File: config.mk
export PLATFORM = sky130hd
export DESIGN_NAME = instr_fetch
export DESIGN_NICKNAME = d
export VERILOG_FILES = /design/src/rtl/ifu_pkg.sv /design/src/rtl/ifu_fifo.sv /design/src/rtl/instr_fetch.sv
export SDC_FILE = /design/constraint.sdc
export NUM_CORES = 1
export LEC_CHECK = 0
export CAP_MARGIN = 10
export CORE_UTILIZATION = 55
export DETAILED_ROUTE_END_ITERATION = 8
export GPL_TIMING_DRIVEN = 0
export PLACE_DENSITY_LB_ADDON = 0.05
export SLEW_MARGIN = 20
export SYNTH_ARGS = -nofsm -noshare
export SYNTH_HDL_FRONTEND = slang
export SYNTH_SLANG_ARGS = --single-unit
File: constraint.sdc
create_clock -name clk -period 17.85 [get_ports clk]
set_input_delay 3.57 -clock clk [delete_from_list [all_inputs] [get_ports clk]]
set_output_delay 3.57 -clock clk [all_outputs]
set_load 0.01 [all_outputs]
File: src/rtl/ifu_pkg.sv
// Shared constants and types for the instruction fetch unit and the control decoder.
package ifu_pkg;

  localparam int XLEN_DEF = 32;
  localparam logic [31:0] NOP = 32'h0000_0013;

  localparam logic [6:0] OP_RTYPE  = 7'b0110011;
  localparam logic [6:0] OP_LOAD   = 7'b0000011;
  localparam logic [6:0] OP_STORE  = 7'b0100011;
  localparam logic [6:0] OP_BRANCH = 7'b1100011;

  typedef struct packed {
    logic [XLEN_DEF-1:0] pc;
    logic [31:0]         instr;
  } ifu_entry_t;

endpackage

File: src/rtl/ifu_fifo.sv
// Synchronous FIFO with flush and occupancy count; head entry is read combinationally.
module ifu_fifo #(
  parameter int WIDTH = 64,
  parameter int DEPTH = 2
) (
  input  logic                       clk,
  input  logic                       rst,
  input  logic                       flush,
  input  logic                       push,
  input  logic [WIDTH-1:0]           push_data,
  input  logic                       pop,
  output logic [WIDTH-1:0]           pop_data,
  output logic [$clog2(DEPTH):0]     count,
  output logic                       empty
);
  localparam int AW = $clog2(DEPTH);
  localparam int CW = AW + 1;

  logic [WIDTH-1:0] mem [DEPTH];
  logic [AW-1:0]    wr_ptr_reg, rd_ptr_reg;
  logic [CW-1:0]    count_reg;
  logic             do_pop;

  assign empty    = (count_reg == '0);
  assign do_pop   = pop && !empty;
  assign count    = count_reg;
  assign pop_data = mem[rd_ptr_reg];

  // Pointers wrap naturally because DEPTH is a power of two.
  always_ff @(posedge clk or posedge rst) begin
    if (rst) begin
      wr_ptr_reg <= '0;
      rd_ptr_reg <= '0;
      count_reg  <= '0;
    end else if (flush) begin
      wr_ptr_reg <= '0;
      rd_ptr_reg <= '0;
      count_reg  <= '0;
    end else begin
      if (push)   wr_ptr_reg <= wr_ptr_reg + AW'(1);
      if (do_pop) rd_ptr_reg <= rd_ptr_reg + AW'(1);
      count_reg <= count_reg + CW'(push) - CW'(do_pop);
    end
  end

  always_ff @(posedge clk) begin
    if (push && !flush) mem[wr_ptr_reg] <= push_data;
  end

endmodule

File: src/rtl/instr_fetch.sv
// Instruction fetch unit: sequential PC generation, in-order response buffering, redirect flush.
// Optional macro IFU_MISALIGN_CHECK_EN adds the sticky fetch_misaligned output.
module instr_fetch
  import ifu_pkg::*;
#(
  parameter int              XLEN      = XLEN_DEF,
  parameter logic [XLEN-1:0] RESET_PC  = '0,
  parameter int              BUF_DEPTH = 2
) (
  input  logic            clk,
  input  logic            rst,
  output logic            imem_req,
  output logic [XLEN-1:0] imem_addr,
  input  logic            imem_gnt,
  input  logic            imem_rvalid,
  input  logic [31:0]     imem_rdata,
  output logic            if_valid,
  input  logic            if_ready,
  output logic [31:0]     if_instr,
  output logic [XLEN-1:0] if_pc,
  output logic [6:0]      if_opcode,
  input  logic            redirect,
  input  logic [XLEN-1:0] redirect_pc
`ifdef IFU_MISALIGN_CHECK_EN
  , output logic          fetch_misaligned
`endif
);
  localparam int CW = $clog2(BUF_DEPTH) + 1;

  logic [XLEN-1:0] fetch_pc_reg, fetch_pc_next, target_pc, resp_pc_reg;
  logic [CW-1:0]   outstanding_reg, outstanding_next, drop_reg, drop_next, occupancy;
  logic [CW:0]     budget;
  logic            run_reg, halt, grant, discard, push, pop, empty, rsp_dec;
  logic [XLEN+31:0] head;

`ifdef IFU_MISALIGN_CHECK_EN
  logic misaligned_reg;
  assign target_pc        = redirect_pc;
  assign halt             = misaligned_reg;
  assign fetch_misaligned = misaligned_reg;
  always_ff @(posedge clk or posedge rst) begin
    if (rst)           misaligned_reg <= 1'b0;
    else if (redirect) misaligned_reg <= |redirect_pc[1:0];
  end
`else
  logic unused_pc_lo;
  assign target_pc    = {redirect_pc[XLEN-1:2], 2'b00};
  assign halt         = 1'b0;
  assign unused_pc_lo = ^redirect_pc[1:0];
`endif

  // An entry leaving the buffer this cycle frees its slot for a new request,
  // which is what lets a 2-deep buffer sustain one instruction per cycle.
  assign pop      = if_valid && if_ready;
  assign budget   = {1'b0, outstanding_reg} + {1'b0, occupancy} - {{CW{1'b0}}, pop};
  assign imem_req = run_reg && !halt && (budget < (CW+1)'(BUF_DEPTH));
  assign imem_addr = fetch_pc_reg;
  assign grant    = imem_req && imem_gnt;

  assign rsp_dec  = imem_rvalid && (outstanding_reg != '0);
  assign discard  = imem_rvalid && (drop_reg != '0);
  assign push     = imem_rvalid && !discard && !redirect && !halt;

  assign outstanding_next = outstanding_reg + CW'(grant) - CW'(rsp_dec);
  assign drop_next        = redirect ? outstanding_next : (drop_reg - CW'(discard));
  assign fetch_pc_next    = redirect ? target_pc
                          : grant    ? fetch_pc_reg + XLEN'(4)
                          : fetch_pc_reg;

  always_ff @(posedge clk or posedge rst) begin
    if (rst) begin
      run_reg         <= 1'b0;
      fetch_pc_reg    <= RESET_PC;
      resp_pc_reg     <= RESET_PC;
      outstanding_reg <= '0;
      drop_reg        <= '0;
    end else begin
      run_reg         <= 1'b1;
      fetch_pc_reg    <= fetch_pc_next;
      outstanding_reg <= outstanding_next;
      drop_reg        <= drop_next;
      // Tracks the PC of the next kept response; responses return in order.
      if (redirect)  resp_pc_reg <= target_pc;
      else if (push) resp_pc_reg <= resp_pc_reg + XLEN'(4);
    end
  end

  ifu_fifo #(
    .WIDTH (XLEN + 32),
    .DEPTH (BUF_DEPTH)
  ) u_fifo (
    .clk       (clk),
    .rst       (rst),
    .flush     (redirect),
    .push      (push),
    .push_data ({resp_pc_reg, imem_rdata}),
    .pop       (pop),
    .pop_data  (head),
    .count     (occupancy),
    .empty     (empty)
  );

  assign if_valid  = !empty;
  assign if_pc     = empty ? RESET_PC : head[XLEN+31:32];
  assign if_instr  = empty ? NOP : head[31:0];
  assign if_opcode = if_instr[6:0];

endmodule

==> results of run 1 <==
cell usage in the layout, fill, tap and decap left out, types with 12 or more instances in the layout:
master,synthesis,layout
clkbuf_16,0,17
a211oi_1,25,25
mux2i_1,65,65
nand3_1,24,24
nand4_1,24,24
o31ai_1,12,12
clkbuf_1,29,29
nor2_1,98,98
buf_4,11,18
edfxtp_1,124,124
clkdlybuf4s50_1,0,167
nor4_1,24,24
xnor2_1,17,17
dfrtp_1,69,69
nand2_1,35,35
nor3_1,17,16
and4_1,18,18
inv_1,16,15
cell families after synthesis:
kind of cell | Yosys count | share of synthesized area [%]
simple gates | 296 | 17.3
flops | 193 | 59.8
compound gates | 91 | 7.37
mux | 75 | 8.37
buf+inv | 66 | 3.28
xor+xnor | 25 | 2.40
fa+ha+maj | 10 | 1.45
other cells | 2 | 0.0824
report_power, final:
group          leakage (nW)  internal [W]  switching [W]
Clock                 0.279      0.000197       0.000175
Combinational          1.90      0.000281       0.000292
Sequential             1.94      0.000531      0.0000471
Total                  4.12       0.00101       0.000514
layer usage:
metal | up-vias | share of wire (%)
met5 | - | 0
met4 | 0 | 3.3
met3 | 65 | 7.1
met2 | 331 | 47
met1 | 3422 | 42
li1 | 3248 | -
worst reg2reg max path: stages (launching register included):
cell,delay [ns]
dfrtp_1,0.41
nor2_1,0.54
inv_1,0.23
and2_1,0.29
ha_1,0.29
inv_1,0.08
nand2_1,0.07
fa_1,0.55
nand3_1,0.15
nor3_1,0.72
clkbuf_1,0.51
a211oi_1,0.15
nor4_1,0.29
worst paths after layout:
| kind | startpoint | to | depth (start not counted) |
|---|---|---|---|
| worst min-delay path | outstanding_reg[1]$_DFF_PP0_ | outstanding_reg[1]$_DFF_PP0_ | 1 |
| min in group asynchronous | rst | run_reg$_DFF_PP0_ | 2 |
| worst min register to register | outstanding_reg[1]$_DFF_PP0_ | outstanding_reg[1]$_DFF_PP0_ | 1 |
| worst max register to register | u_fifo.count[1]$_DFF_PP0_ | imem_addr[25]$_DFFE_PP0P_ | 12 |
| max in group asynchronous | rst | resp_pc_reg[28]$_DFFE_PP0N_ | 3 |
| worst max-delay path | if_ready | imem_req | 9 |
area by class of cell:
class | count | area (um2)
tap | 216 | 270
fill | 1088 | 4310
inverter | 16 | 62.6
clock buffer | 17 | 425
timing repair buffer | 176 | 1760
clock inverter | 15 | 149
buffer | 50 | 239
multi-input combinational | 502 | 3390
sequential | 193 | 5450
through the flow:
step / setup slack [ns] / utilization, % / total power, W / cells / cell area, um2
2_1_floorplan: 8.67 / - / 0.000890 / 761 / 9130
3_3_place_gp: 6.19 / 68.9 / 0.00114 / 1144 / 11100
3_5_place_dp: 8.05 / 69.6 / 0.00116 / 1153 / 11200
4_1_cts: 8.03 / 73.2 / 0.00153 / 1185 / 11800
5_1_grt: 7.95 / 73.2 / 0.00160 / 1185 / 11800
6_report: 8.02 / 73.2 / 0.00152 / 1185 / 11800
==> reports/metrics.yaml, run 1 <==
hold_viol: 0
cts_tree: "yes"
crit_chain: "clkdlybuf4s50_1, and2_1, ha_1, inv_1, nand2_1, fa_1, xor2_1, and3_1, clkdlybuf4s50_1"
antenna_cells: 0
post-dp-hpwl_um: 16600
synth_top_flop_cell: "edfxtp_1"
clock_latency_ns: 0.44
die_h_um: 131
crit_buf_inv: 3
cp_max_fo: 4
max_slew_margin_pct: 38.6
fin_crit_ns: 9.83
netlist.area_leader.share_pct: 40.8
h-tree-depth: 4
synth_most_common_cell: "edfxtp_1"
die_w_um: 131
async_flop_share_pct: 35.8
fmax_mhz: 102
drive_gt1_share_pct: 7.84
drtIter0Drc: 476
viasPerCell: 5.96
rsz0062_at_grt: "false"
grt_usage_pct: 27.4
drcViolationCount: 0
cts_setup_buffers: 0
fp-row-count: 46
clock_sinks: 193
end_kind: "output port"
ys_ff_latch: 193
antenna_found_initial: 0
irDropWorstVdd_mv: 0.124
cp_data_required_time_ns: 14.28
synth.avg_cell_area_um2: 12.0
grt_use_met1_pct: 36.0
critPathMostFrequentCell: "clkdlybuf4s50_1"
grt.busiest_layer: "met2"
cpPeakStageDelay_ns: 0.53
grt_max_degree: 42
yosysSeqAreaShare_pct: 59.8
leakagePower_nw: 4.12
grt_use_met2_pct: 44.1
finalSetupTns_ns: 0
post-route-period-util_pct: 55.1
synth_edf_count: 124
power.density_nw_per_um2: 130
holdWs_ns: 0.545
synth_commonest_cells: "124 x edfxtp_1, 98 x nor2_1, 69 x dfrtp_1, 65 x mux2i_1, 35 x nand2_1"
r2r_slack_ns: 13.46
nets: 1036
gp_congestion: 0.916
post_cts_resized: 0
synth_top_area_cell: "edfxtp_1"
critPathLaunchType: "input pin"
port-buffer-count: 167
start_util_pct: 56.8
worstHoldPathType: "reg2reg"
cp_slowest_cell: "clkdlybuf4s50_1"
cp.arrival_ns: 6.26
ys_top_cells_by_area: "edfxtp_1 41%, dfrtp_1 19%, mux2i_1 7.1%"
grt_pass1_vias: 6715
clock-root-buffer: "clkbuf_16"
netlist_area_um2: 9120
cts_buffer_depth: 2
routed_wl_um: 22900
path_clk_slew_ns: 0.07
grt_pass1_wl_um: 34800
critPathTopFamily: "buffers and inverters"
wl_per_cell_um: 19.3
status: "complete, no violations"
first_pass_iters: 5
holdBufCountCts: 0
core_area_um2: 16100
met3_usage_pct: 4.48
yosys.cell_types.count: 55
finClkSkew_ns: 0.00947
final-setup-viol-count: 0
die_area_um2: 17100
maxSlewViolCount: 0
via_count: 7066
overflow: 0
area_delta_synth_final_pct: 28.9
ant_nets: 0
syn_inst: 758
largest_reg_flops: 124
cts_buffers: 17
drv_cap: 0
worst_pin_slew_ns: 0.913
yosysWarnings: 0
ios: 175
setup.worst_path.class: "in2out"
(Power assumes the default switching activity.)
==> run 2, diff against run 1 <==
- CORE_UTILIZATION: 55 -> 52
- clock period: 17.85 -> 9.35 ns (I/O delays scaled with it)
==> run 2 against run 1 <==
Non-clock buffer count unchanged. Clock skew increased by 0.0047 ns. Register-to-register slack got worse by 8.6 ns. Critical endpoint unchanged. Critical path depth unchanged. Final cell count increased by 0.76%. Total power increased by 90%. Sequential power increased by 90%.
==> reports/metrics.yaml, run 2 (synthesis results as in run 1) <==
fin_crit_ns: 6.41
grt_usage_pct: 26.0  # -1.4 points
maxSlewViolCount: 0  # unchanged
gp_congestion: 0.904  # -1.3%
wl_per_cell_um: 19.2  # -0.73%
cp_slowest_cell: "clkdlybuf4s50_1"
first_pass_iters: 5  # unchanged
ant_nets: 0  # unchanged
switching_power_w: 0.000991  # +93%
hold_viol: 0  # unchanged
rsz0062_at_grt: "false"
power_frac_clock_pct: 24.2  # -0.2 points
place_inst: 1162  # +0.78%
drtIter0Drc: 473  # -0.63%
h-tree-depth: 4  # unchanged
viasPerCell: 5.86  # -1.7%
fmax_mhz: 156
routed_wl_um: 22900  # about the same
cpPeakStageDelay_ns: 0.53  # about the same
drcViolationCount: 0  # unchanged
setup.worst_path.class: "in2out"
drv_cap: 0  # unchanged
largest_reg_flops: 124  # unchanged
cts_tree: "yes"
die_area_um2: 18100  # +5.7%
area_delta_synth_final_pct: 29.1
antenna_cells: 0  # unchanged
mostFrequentLayoutCells: "167 x clkdlybuf4s50_1, 124 x edfxtp_1, 98 x nor2_1"
antenna_found_initial: 0  # unchanged
final-setup-viol-count: 0  # unchanged
irDropWorstVdd_mv: 0.210  # +69%
holdWs_ns: 0.549  # +0.00409 ns
cp.arrival_ns: 4.54  # -1.72 ns
holdBufCountCts: 0  # unchanged
cts_buffer_depth: 2  # unchanged
max_slew_margin_pct: 44.1  # +5.5 points
critPathMostFrequentCell: "clkdlybuf4s50_1"
leakagePower_nw: 4.11  # -0.12%
cp_data_required_time_ns: 7.48  # -6.80 ns
grt_pass1_wl_um: 35600  # +2.3%
cp_max_fo: 4  # unchanged
end_kind: "output port"
post_cts_resized: 0  # unchanged
status: "complete, no violations"
start_util_pct: 52.9  # -3.9 points
post-route-period-util_pct: 68.5
clock_latency_ns: 0.44  # about the same
power.density_nw_per_um2: 246  # +90%
internal-power_w: 0.00191  # +89%
fillers: 1275  # +17%
finClkSkew_ns: 0.0142  # +0.00474 ns
ios: 175  # unchanged
worstHoldPathType: "reg2reg"
critPathTopFamily: "buffers and inverters"
die_h_um: 134  # +2.8%
worst_pin_slew_ns: 0.831  # -0.0821 ns
clock-root-buffer: "clkbuf_16"
post-dp-hpwl_um: 16600  # +0.41%
overflow: 0  # unchanged
dp_slack_ns: 2.95  # -5.10 ns
grt_max_degree: 54  # +29%
clock_sinks: 193  # unchanged
fin_cells: 1194  # +0.76%
comb_power_share_pct: 37.8  # about the same
drive_gt1_share_pct: 7.74  # -0.10 points
fp-row-count: 48  # +4.3%
grt_pass1_vias: 6759  # +0.66%
power_frac_seq_pct: 38.0  # about the same
crit_chain: "clkdlybuf4s50_1, and2_1, ha_1, inv_1, nand2_1, fa_1, xor2_1, and3_1, clkdlybuf4s50_1"
die_w_um: 134  # +2.8%
critPathLaunchType: "input pin"
path_clk_slew_ns: 0.07  # about the same
crit_buf_inv: 3  # unchanged
via_count: 6997  # -0.98%
final_common_cell: "clkdlybuf4s50_1"
cts_buffers: 17  # unchanged
layout_setup_ws_ns: 2.94  # -5.07 ns
port-buffer-count: 167  # unchanged
p_sw_share_pct: 34.2  # +0.45 points
nets: 1036  # unchanged
core_area_um2: 17200  # +7.3%
utilization_pct: 68.3  # -4.9 points
cts_setup_buffers: 0  # unchanged
-- run 2: layer usage --
| metal | part of all wire (%) | routed length [um] | GRT usage, % |
|---|---|---|---|
| met4 | 1.8 | 407 | 8.61 |
| met5 | 0 | 0 | 0 |
| met3 | 5.9 | 1350 | 4.23 |
| met2 | 48 | 10900 | 43.0 |
| met1 | 45 | 10300 | 35.0 |
-- run 2: power by group through the flow --
| stage | Clock (W) | Sequential (W) | Combinational, W |
|---|---|---|---|
| floorplan | 0 | 0.00111 | 0.000592 |
| finish | 0.000701 | 0.00110 | 0.00109 |
| global route | 0.000742 | 0.00112 | 0.00119 |
| CTS | 0.000711 | 0.00110 | 0.00111 |
| global placement | 0 | 0.00112 | 0.00107 |
| detailed placement | 0 | 0.00112 | 0.00110 |
-- run 2: stage by stage --
| stage | TNS [ns] | total power (W) | area, um2 |
|---|---|---|---|
| floorplan | 0 | 0.00170 | 9130 |
| global placement | -56.19 | 0.00219 | 11100 |
| detailed placement | 0 | 0.00222 | 11200 |
| CTS | 0 | 0.00292 | 11800 |
| global route | 0 | 0.00304 | 11800 |
| finish | 0 | 0.00290 | 11800 |
-- run 2: cell type report --
| type | count | area [um2] | share of cell area, % |
|---|---|---|---|
| Tap cell | 225 | 282 | 2.39 |
| Clock inverter | 14 | 141 | 1.20 |
| Timing Repair Buffer | 176 | 1780 | 15.1 |
| Inverter | 16 | 62.6 | 0.532 |
| Sequential cell | 193 | 5450 | 46.3 |
| Clock buffer | 18 | 429 | 3.65 |
| Buffer | 50 | 239 | 2.03 |
| Multi-Input combinational cell | 502 | 3390 | 28.8 |
-- run 2: final timing paths --
check / to / startpoint / slack, ns / cells past startpoint
max: imem_req / if_ready / 2.94 / 9
min: u_fifo.mem[1][49]$_DFFE_PP_ / resp_pc_reg[17]$_DFFE_PP0N_ / 0.55 / 0
max reg2reg: imem_addr[13]$_DFFE_PP0P_ / u_fifo.count[1]$_DFF_PP0_ / 4.91 / 12
min reg2reg: u_fifo.mem[1][49]$_DFFE_PP_ / resp_pc_reg[17]$_DFFE_PP0N_ / 0.55 / 0
max in group asynchronous: resp_pc_reg[30]$_DFFE_PP0N_ / rst / 6.96 / 3
min in group asynchronous: run_reg$_DFF_PP0_ / rst / 1.81 / 2
